<file path="src/rtl/multicycle_ctrl_pkg.sv">
// rtl/multicycle_ctrl_pkg.sv - shared encodings for the multi-cycle controller
//
// Purpose: opcode and funct constants, state encodings, mux-select codes and
// small decode helpers shared by multicycle_ctrl and ctrl_wait_timer.
// Ports: none (package).

package multicycle_ctrl_pkg;

  // Opcodes (instr[31:26])
  localparam logic [5:0] OP_RTYPE = 6'h00;
  localparam logic [5:0] OP_LW    = 6'h23;
  localparam logic [5:0] OP_SW    = 6'h2B;
  localparam logic [5:0] OP_BEQ   = 6'h04;
  localparam logic [5:0] OP_J     = 6'h02;
  localparam logic [5:0] OP_ORI   = 6'h0D;

  // Legal R-type funct codes (instr[5:0])
  localparam logic [5:0] FN_ADD = 6'h20;
  localparam logic [5:0] FN_SUB = 6'h22;
  localparam logic [5:0] FN_AND = 6'h24;
  localparam logic [5:0] FN_OR  = 6'h25;
  localparam logic [5:0] FN_SLT = 6'h2A;

  // Sequencer states; codes 12-15 are unused and recover to FETCH.
  typedef enum logic [3:0] {
    S_FETCH  = 4'd0,
    S_DECODE = 4'd1,
    S_MEMADR = 4'd2,
    S_MEMRD  = 4'd3,
    S_MEMWB  = 4'd4,
    S_MEMWR  = 4'd5,
    S_EXEC   = 4'd6,
    S_RWB    = 4'd7,
    S_BRANCH = 4'd8,
    S_JUMP   = 4'd9,
    S_IEXEC  = 4'd10,
    S_IWB    = 4'd11
  } state_t;

  // ALUOp codes
  localparam logic [1:0] ALUOP_ADD   = 2'b00;
  localparam logic [1:0] ALUOP_SUB   = 2'b01;
  localparam logic [1:0] ALUOP_FUNCT = 2'b10;
  localparam logic [1:0] ALUOP_OR    = 2'b11;

  // ALUSrcB codes
  localparam logic [1:0] SRCB_RT      = 2'b00;
  localparam logic [1:0] SRCB_FOUR    = 2'b01;
  localparam logic [1:0] SRCB_IMM     = 2'b10;
  localparam logic [1:0] SRCB_IMM_SH2 = 2'b11;

  // PCSource codes
  localparam logic [1:0] PCSRC_ALU    = 2'b00;
  localparam logic [1:0] PCSRC_ALUOUT = 2'b01;
  localparam logic [1:0] PCSRC_JUMP   = 2'b10;

  function automatic logic is_legal_funct(input logic [5:0] funct);
    return (funct == FN_ADD) || (funct == FN_SUB) || (funct == FN_AND) ||
           (funct == FN_OR)  || (funct == FN_SLT);
  endfunction

  function automatic logic is_legal_opcode(input logic [5:0] op);
    return (op == OP_RTYPE) || (op == OP_LW) || (op == OP_SW) ||
           (op == OP_BEQ)   || (op == OP_J)  || (op == OP_ORI);
  endfunction

endpackage

</file>
<file path="src/rtl/multicycle_ctrl_wait_timer.sv">
// rtl/multicycle_ctrl_wait_timer.sv - memory wait-state counter with timeout compare
//
// Purpose: counts consecutive cycles a memory state waits on ready and flags
// the cycle in which the wait reaches MEM_WAIT_MAX.
// Ports:
//   clk, rst  - clock, synchronous active-high reset
//   active    - sequencer is in a memory-access state
//   ready     - memory completes the access this cycle
//   clear     - sequencer is changing state at the next edge
//   timeout   - combinational: this wait cycle is the MEM_WAIT_MAX-th one

module ctrl_wait_timer #(
  parameter int MEM_WAIT_MAX = 15,
  parameter int CNT_W        = 4
) (
  input  logic clk,
  input  logic rst,
  input  logic active,
  input  logic ready,
  input  logic clear,
  output logic timeout
);

  logic [CNT_W-1:0] cnt;

  // cnt holds the number of waits already spent, so the current wait cycle is
  // number cnt+1; the timeout fires when that reaches MEM_WAIT_MAX.
  assign timeout = active && !ready && (cnt == CNT_W'(MEM_WAIT_MAX - 1));

  // A timeout returns FETCH to FETCH, which is not a state change, so it
  // clears the counter explicitly.
  always_ff @(posedge clk) begin
    if (rst || clear || timeout) begin
      cnt <= '0;
    end else if (active && !ready) begin
      cnt <= cnt + 1'b1;
    end
  end

endmodule

</file>
<file path="src/rtl/multicycle_ctrl.sv">
// rtl/multicycle_ctrl.sv - multi-cycle instruction sequencer for the shared datapath
//
// Purpose: steps each instruction through FETCH/DECODE/EXEC/MEM/WB states and
// decodes datapath selects and enables from the current state, with a memory
// ready handshake and wait-state timeout.
// Optional feature macro: MULTICYCLE_PERF_EN builds the CycleCount and
// InstrCount performance counters; otherwise both ports are tied to 0.
// Ports:
//   CLK, RST                 - clock, synchronous active-high reset
//   OpCode, Funct            - instruction fields from the IR
//   Zero, MemReady           - ALU zero flag, memory access complete
//   PCWrite..PCSource        - datapath enables and mux selects
//   State                    - current state (debug)
//   IllegalOp, MemTimeout    - single-cycle event pulses
//   CycleCount, InstrCount   - performance counters

module multicycle_ctrl
  import multicycle_ctrl_pkg::*;
#(
  parameter int MEM_WAIT_MAX = 15,
  parameter int CNT_W        = 4
) (
  input  logic        CLK,
  input  logic        RST,
  input  logic [5:0]  OpCode,
  input  logic [5:0]  Funct,
  input  logic        Zero,
  input  logic        MemReady,
  output logic        PCWrite,
  output logic        IorD,
  output logic        MemRead,
  output logic        MemWrite,
  output logic        IRWrite,
  output logic        RegDst,
  output logic        Mem2Reg,
  output logic        RegWrite,
  output logic        ALUSrcA,
  output logic [1:0]  ALUSrcB,
  output logic [1:0]  ALUOp,
  output logic        ExtOp,
  output logic [1:0]  PCSource,
  output logic [3:0]  State,
  output logic        IllegalOp,
  output logic        MemTimeout,
  output logic [31:0] CycleCount,
  output logic [31:0] InstrCount
);

  state_t state;
  state_t next_state;
  logic   mem_state;
  logic   timeout;
  logic   illegal_dec;

  assign mem_state = (state == S_FETCH) || (state == S_MEMRD) || (state == S_MEMWR);

  assign illegal_dec = (state == S_DECODE) &&
                       (!is_legal_opcode(OpCode) ||
                        ((OpCode == OP_RTYPE) && !is_legal_funct(Funct)));

  ctrl_wait_timer #(
    .MEM_WAIT_MAX (MEM_WAIT_MAX),
    .CNT_W        (CNT_W)
  ) u_wait_timer (
    .clk     (CLK),
    .rst     (RST),
    .active  (mem_state),
    .ready   (MemReady),
    .clear   (next_state != state),
    .timeout (timeout)
  );

  always_comb begin
    next_state = state;
    case (state)
      S_FETCH: begin
        if (MemReady)     next_state = S_DECODE;
        else if (timeout) next_state = S_FETCH;
      end
      S_DECODE: begin
        if (illegal_dec) begin
          next_state = S_FETCH;
        end else begin
          case (OpCode)
            OP_LW, OP_SW: next_state = S_MEMADR;
            OP_RTYPE:     next_state = S_EXEC;
            OP_BEQ:       next_state = S_BRANCH;
            OP_J:         next_state = S_JUMP;
            OP_ORI:       next_state = S_IEXEC;
            default:      next_state = S_FETCH;
          endcase
        end
      end
      S_MEMADR: next_state = (OpCode == OP_SW) ? S_MEMWR : S_MEMRD;
      S_MEMRD: begin
        if (MemReady)     next_state = S_MEMWB;
        else if (timeout) next_state = S_FETCH;
      end
      S_MEMWR: begin
        if (MemReady || timeout) next_state = S_FETCH;
      end
      S_EXEC:   next_state = S_RWB;
      S_IEXEC:  next_state = S_IWB;
      S_MEMWB, S_RWB, S_BRANCH, S_JUMP, S_IWB: next_state = S_FETCH;
      default:  next_state = S_FETCH;
    endcase
  end

  always_ff @(posedge CLK) begin
    if (RST) state <= S_FETCH;
    else     state <= next_state;
  end

  assign State = state;

  always_comb begin
    PCWrite  = 1'b0;
    IorD     = 1'b0;
    MemRead  = 1'b0;
    MemWrite = 1'b0;
    IRWrite  = 1'b0;
    RegDst   = 1'b0;
    Mem2Reg  = 1'b0;
    RegWrite = 1'b0;
    ALUSrcA  = 1'b0;
    ALUSrcB  = SRCB_RT;
    ALUOp    = ALUOP_ADD;
    ExtOp    = 1'b0;
    PCSource = PCSRC_ALU;
    case (state)
      S_FETCH: begin
        MemRead  = 1'b1;
        ALUSrcB  = SRCB_FOUR;
        PCSource = PCSRC_ALU;
        IRWrite  = MemReady;
        PCWrite  = MemReady;
      end
      S_DECODE: begin
        ALUSrcB = SRCB_IMM_SH2;
        ExtOp   = 1'b1;
      end
      S_MEMADR: begin
        ALUSrcA = 1'b1;
        ALUSrcB = SRCB_IMM;
        ExtOp   = 1'b1;
      end
      S_MEMRD: begin
        IorD    = 1'b1;
        MemRead = 1'b1;
      end
      S_MEMWB: begin
        Mem2Reg  = 1'b1;
        RegWrite = 1'b1;
      end
      S_MEMWR: begin
        IorD     = 1'b1;
        MemWrite = 1'b1;
      end
      S_EXEC: begin
        ALUSrcA = 1'b1;
        ALUSrcB = SRCB_RT;
        ALUOp   = ALUOP_FUNCT;
      end
      S_RWB: begin
        RegDst   = 1'b1;
        RegWrite = 1'b1;
      end
      S_BRANCH: begin
        ALUSrcA  = 1'b1;
        ALUSrcB  = SRCB_RT;
        ALUOp    = ALUOP_SUB;
        PCSource = PCSRC_ALUOUT;
        PCWrite  = Zero;
      end
      S_JUMP: begin
        PCSource = PCSRC_JUMP;
        PCWrite  = 1'b1;
      end
      S_IEXEC: begin
        ALUSrcA = 1'b1;
        ALUSrcB = SRCB_IMM;
        ALUOp   = ALUOP_OR;
      end
      S_IWB: begin
        RegWrite = 1'b1;
      end
      default: ;
    endcase

    // A timed-out access withdraws its request in the timeout cycle.
    if (timeout) begin
      MemRead  = 1'b0;
      MemWrite = 1'b0;
    end

    if (RST) begin
      PCWrite  = 1'b0;
      IRWrite  = 1'b0;
      RegWrite = 1'b0;
      MemRead  = 1'b0;
      MemWrite = 1'b0;
    end
  end

  assign IllegalOp  = !RST && illegal_dec;
  assign MemTimeout = !RST && timeout;

`ifdef MULTICYCLE_PERF_EN
  logic [31:0] cycle_cnt;
  logic [31:0] instr_cnt;
  logic        instr_done;

  // Only states that finish an instruction count; illegal and timeout
  // returns to FETCH do not.
  assign instr_done = (state == S_MEMWB) || (state == S_RWB) ||
                      (state == S_BRANCH) || (state == S_JUMP) ||
                      (state == S_IWB) || ((state == S_MEMWR) && MemReady);

  always_ff @(posedge CLK) begin
    if (RST) begin
      cycle_cnt <= '0;
      instr_cnt <= '0;
    end else begin
      cycle_cnt <= cycle_cnt + 32'd1;
      if (instr_done) instr_cnt <= instr_cnt + 32'd1;
    end
  end

  assign CycleCount = cycle_cnt;
  assign InstrCount = instr_cnt;
`else
  assign CycleCount = 32'd0;
  assign InstrCount = 32'd0;
`endif

endmodule

</file>
<file path="config.mk">
export PLATFORM = sky130hd
export DESIGN_NAME = multicycle_ctrl
export DESIGN_NICKNAME = d
export VERILOG_FILES = /design/src/rtl/multicycle_ctrl_pkg.sv /design/src/rtl/multicycle_ctrl_wait_timer.sv /design/src/rtl/multicycle_ctrl.sv
export SDC_FILE = /design/constraint.sdc
export NUM_CORES = 1
export LEC_CHECK = 0
export ABC_CLOCK_PERIOD_IN_PS = 3800
export BUFFER_PORTS_ARGS = -buffer_cell sky130_fd_sc_hd__buf_2
export CAP_MARGIN = 20
export CORE_UTILIZATION = 44
export DETAILED_ROUTE_END_ITERATION = 10
export PLACE_DENSITY = 0.84
export SLEW_MARGIN = 40
export SYNTH_ARGS = -nofsm -noshare
export SYNTH_HDL_FRONTEND = slang
export SYNTH_SLANG_ARGS = --single-unit
</file>
<file path="constraint.sdc">
create_clock -name CLK -period 3.8 [get_ports CLK]
set_input_delay 0.19 -clock CLK [delete_from_list [all_inputs] [get_ports CLK]]
set_output_delay 0.19 -clock CLK [all_outputs]
set_load 0.005 [all_outputs]
</file>
==> run summary <==
Max transition margin = 0.556
Synth area leader = buf_4
Vias per inst = 4.59
Post-synth EDFFs = 0
Worst setup EP type = output pin
Synth area leaders = buf_4 34%, dfxtp_1 11%, nor2_1 4.3%
Period minus WS final = 2.21 ns
Setup TNS = 0 ns
DRT iter0 DRCs = 43
Clk slew on worst S/H paths = 0.05 ns
RePlAce Congestion = 0.938
Layout net count = 241
Final hold viol count = 0
Row cnt = 20
RR Endpoint = u_wait_timer.cnt[1]$_SDFFE_PP0P_
HP Class = in -> reg
Layout cells sized above 1 = 0.208
Post-synthesis cell area = 1400 um^2
Initial antenna violation count = 0
Register area share after synthesis = 0.114
Seq pwr share = 0.410
Switch share = 0.340
NetSw = 76.6 uW
Ys Warns = 0
Hold buffers post-CTS = 0
Worst Path Arrival = 2.02 ns
Seq cells post-synth = 8
Type of origin of the critical path = register
DRC = 0
Reg2Reg Setup Slack = 1.91 ns
Die height = 58.4 um
Prevailing post-synth register cell = dfxtp_1
Unrepaired setup endpoints after global routing = false
R2R depth = 4
Io pins = 102
Worst-path fanout max = 22
CTS Sinks = 8
Area delta synth->final = -3.04%
Clock Skews = 0.00611 ns
Die area = 3410 um^2
Worst skew pair latency = 0.25 ns
Final period util = 0.581
N_diodes = 0
Via count = 1217
Worst IR drop on VDD = 82.7 uV
Crit path from = State[0]$_SDFF_PP0_
First-pass DRT Iterations = 4
Hold_ws = 0.245 ns
Total routed wirelength = 2650 um
Pleak = 0.000670 uW
Setup crit end = MemTimeout
Endpoints failing setup = 0
Cells after Synth = 192
FMAX = 0.453 GHz
CTS buffer count = 3
Core area = 3030 um^2
Pre-CTS setup slack = 1.88 ns
PD cells = 166 nW/um^2
Core Util, Final = 0.448
First-pass GRT wire length = 3880 um
Most frequent cells after synthesis = 64 x buf_4, 16 x nor2_1, 8 x dfxtp_1, 7 x nand2_1
Slew @ Worst Pin = 0.665 ns
Fin worst setup slack = 1.59 ns
Post-synth cell types = 51
Comb power frac = 0.314
Routed length per instance = 9.98 um
Final max-slew violation count = 0
Die width = 58.4 um
Clock root buffer = clkbuf_4
R2R Path Start = State[1]$_SDFF_PP0_
TritonCTS clock tree = done
MaxCap Viol Count = 0
Setup Buffers After CTS = 0
Critical Path RT = 3.61 ns
Vias in the first global route = 851
IO Port Bufs = 37
GRT Total Usage = 0.147
Largest net degree at the start of global routing = 23
Max Root-Sink Buffers = 2
Syn_area_per_cell = 7.29 um^2
Outcome = complete, no violations
Final ANT Viol Nets = 0
Internal power = 148 uW
Clock power frac = 0.277
# H-tree levels = 1
Async SR Flop Fraction = 0
Starting Density = 0.462
Grt total ovfl = 0
# resized after CTS = 0
Top-area cell type share of the netlist area = 0.343
Detail Placement HPWL = 2070 um
Critical path type = reg -> out
Count leader, synth = buf_4
-- sequential cells by signal (all words and copies together) (netlist names) --
name              cells
State                 4
u_wait_timer.cnt      4
-- power groups by stage --
stage / clock [uW] / combinational [uW] / sequential [uW]
3_3_place_gp: 0 / 68.7 / 93.7
4_1_cts: 66.1 / 69.6 / 92.1
2_1_floorplan: 0 / 101 / 90.0
3_5_place_dp: 0 / 69.5 / 93.9
5_1_grt: 72.1 / 81.6 / 92.5
6_report: 62.3 / 70.6 / 92.2
-- cell type report --
type	count	area, um^2
repair buffers	37	185
multi-input cells	168	915
well taps	44	55.1
inverters	5	18.8
clock buffers	3	22.5
fillers	331	1670
flip-flops and latches	8	160
-- cell families (layout without fill, tap and decap cells) --
family | after synthesis | in the layout | synth area share
compound gates | 29 | 29 | 0.152
fa+ha+maj | 2 | 2 | 0.0179
flops | 8 | 8 | 0.114
mux | 3 | 3 | 0.0250
simple gates | 64 | 64 | 0.250
buf+inv | 79 | 45 | 0.401
other cells | 1 | 64 | 0.00268
xor+xnor | 6 | 6 | 0.0376
-- how the worst min path moves through the flow --
stage,slack (ns),cells past startpoint,from,end
after floorplan,0.44,3,OpCode[4],State[2]$_SDFF_PP0_
after global placement,0.49,2,RST,State[1]$_SDFF_PP0_
after detailed placement,0.50,2,RST,State[1]$_SDFF_PP0_
after CTS,0.23,2,RST,State[1]$_SDFF_PP0_
after global routing,0.25,2,RST,State[3]$_SDFF_PP0_
final,0.25,2,RST,State[1]$_SDFF_PP0_
-- per-stage QoR --
| stage | instances | instance area, um^2 | total power (uW) |
|---|---|---|---|
| 3_5_place_dp | 262 | 1330 | 163 |
| 6_report | 265 | 1360 | 225 |
| 3_3_place_gp | 262 | 1330 | 162 |
| 2_1_floorplan | 255 | 1640 | 191 |
| 5_1_grt | 265 | 1360 | 246 |
| 4_1_cts | 265 | 1360 | 228 |
-- critical path: stages, from the launching register on --
cell and delay [ns]:
dfxtp_1 0.74, nand2b_1 0.24, mux2_4 0.35, nor4_1 0.27
buf_2 0.16
-- cells in the final DEF, fill, tap and decap left out, types with 2 or more instances in the layout --
cell type	n
xnor2_1	5
nand4_1	3
dfxtp_1	8
nand3_1	5
ha_1	2
buf_2	37
nor4_1	5
nor2b_1	5
clkbuf_4	3
a21o_1	2
inv_1	4
or2_1	2
nand4b_1	2
nor2_1	16
a31oi_1	2
nand2_1	7
nand2b_1	4
conb_1	64
a32o_1	2
nor3b_1	2
mux2i_1	2
o21ai_0	5
nor3_1	6
a21oi_1	3
-- layer usage --
metal | vias up | GRT usage | share of wire
met2 | 62 | 0.233 | 0.49
li1 | 598 | - | -
met1 | 555 | 0.197 | 0.43
met5 | - | 0 | 0
met3 | 2 | 0.0440 | 0.073
met4 | 0 | 0.0340 | 0.0045
(Power assumes the default switching activity.)
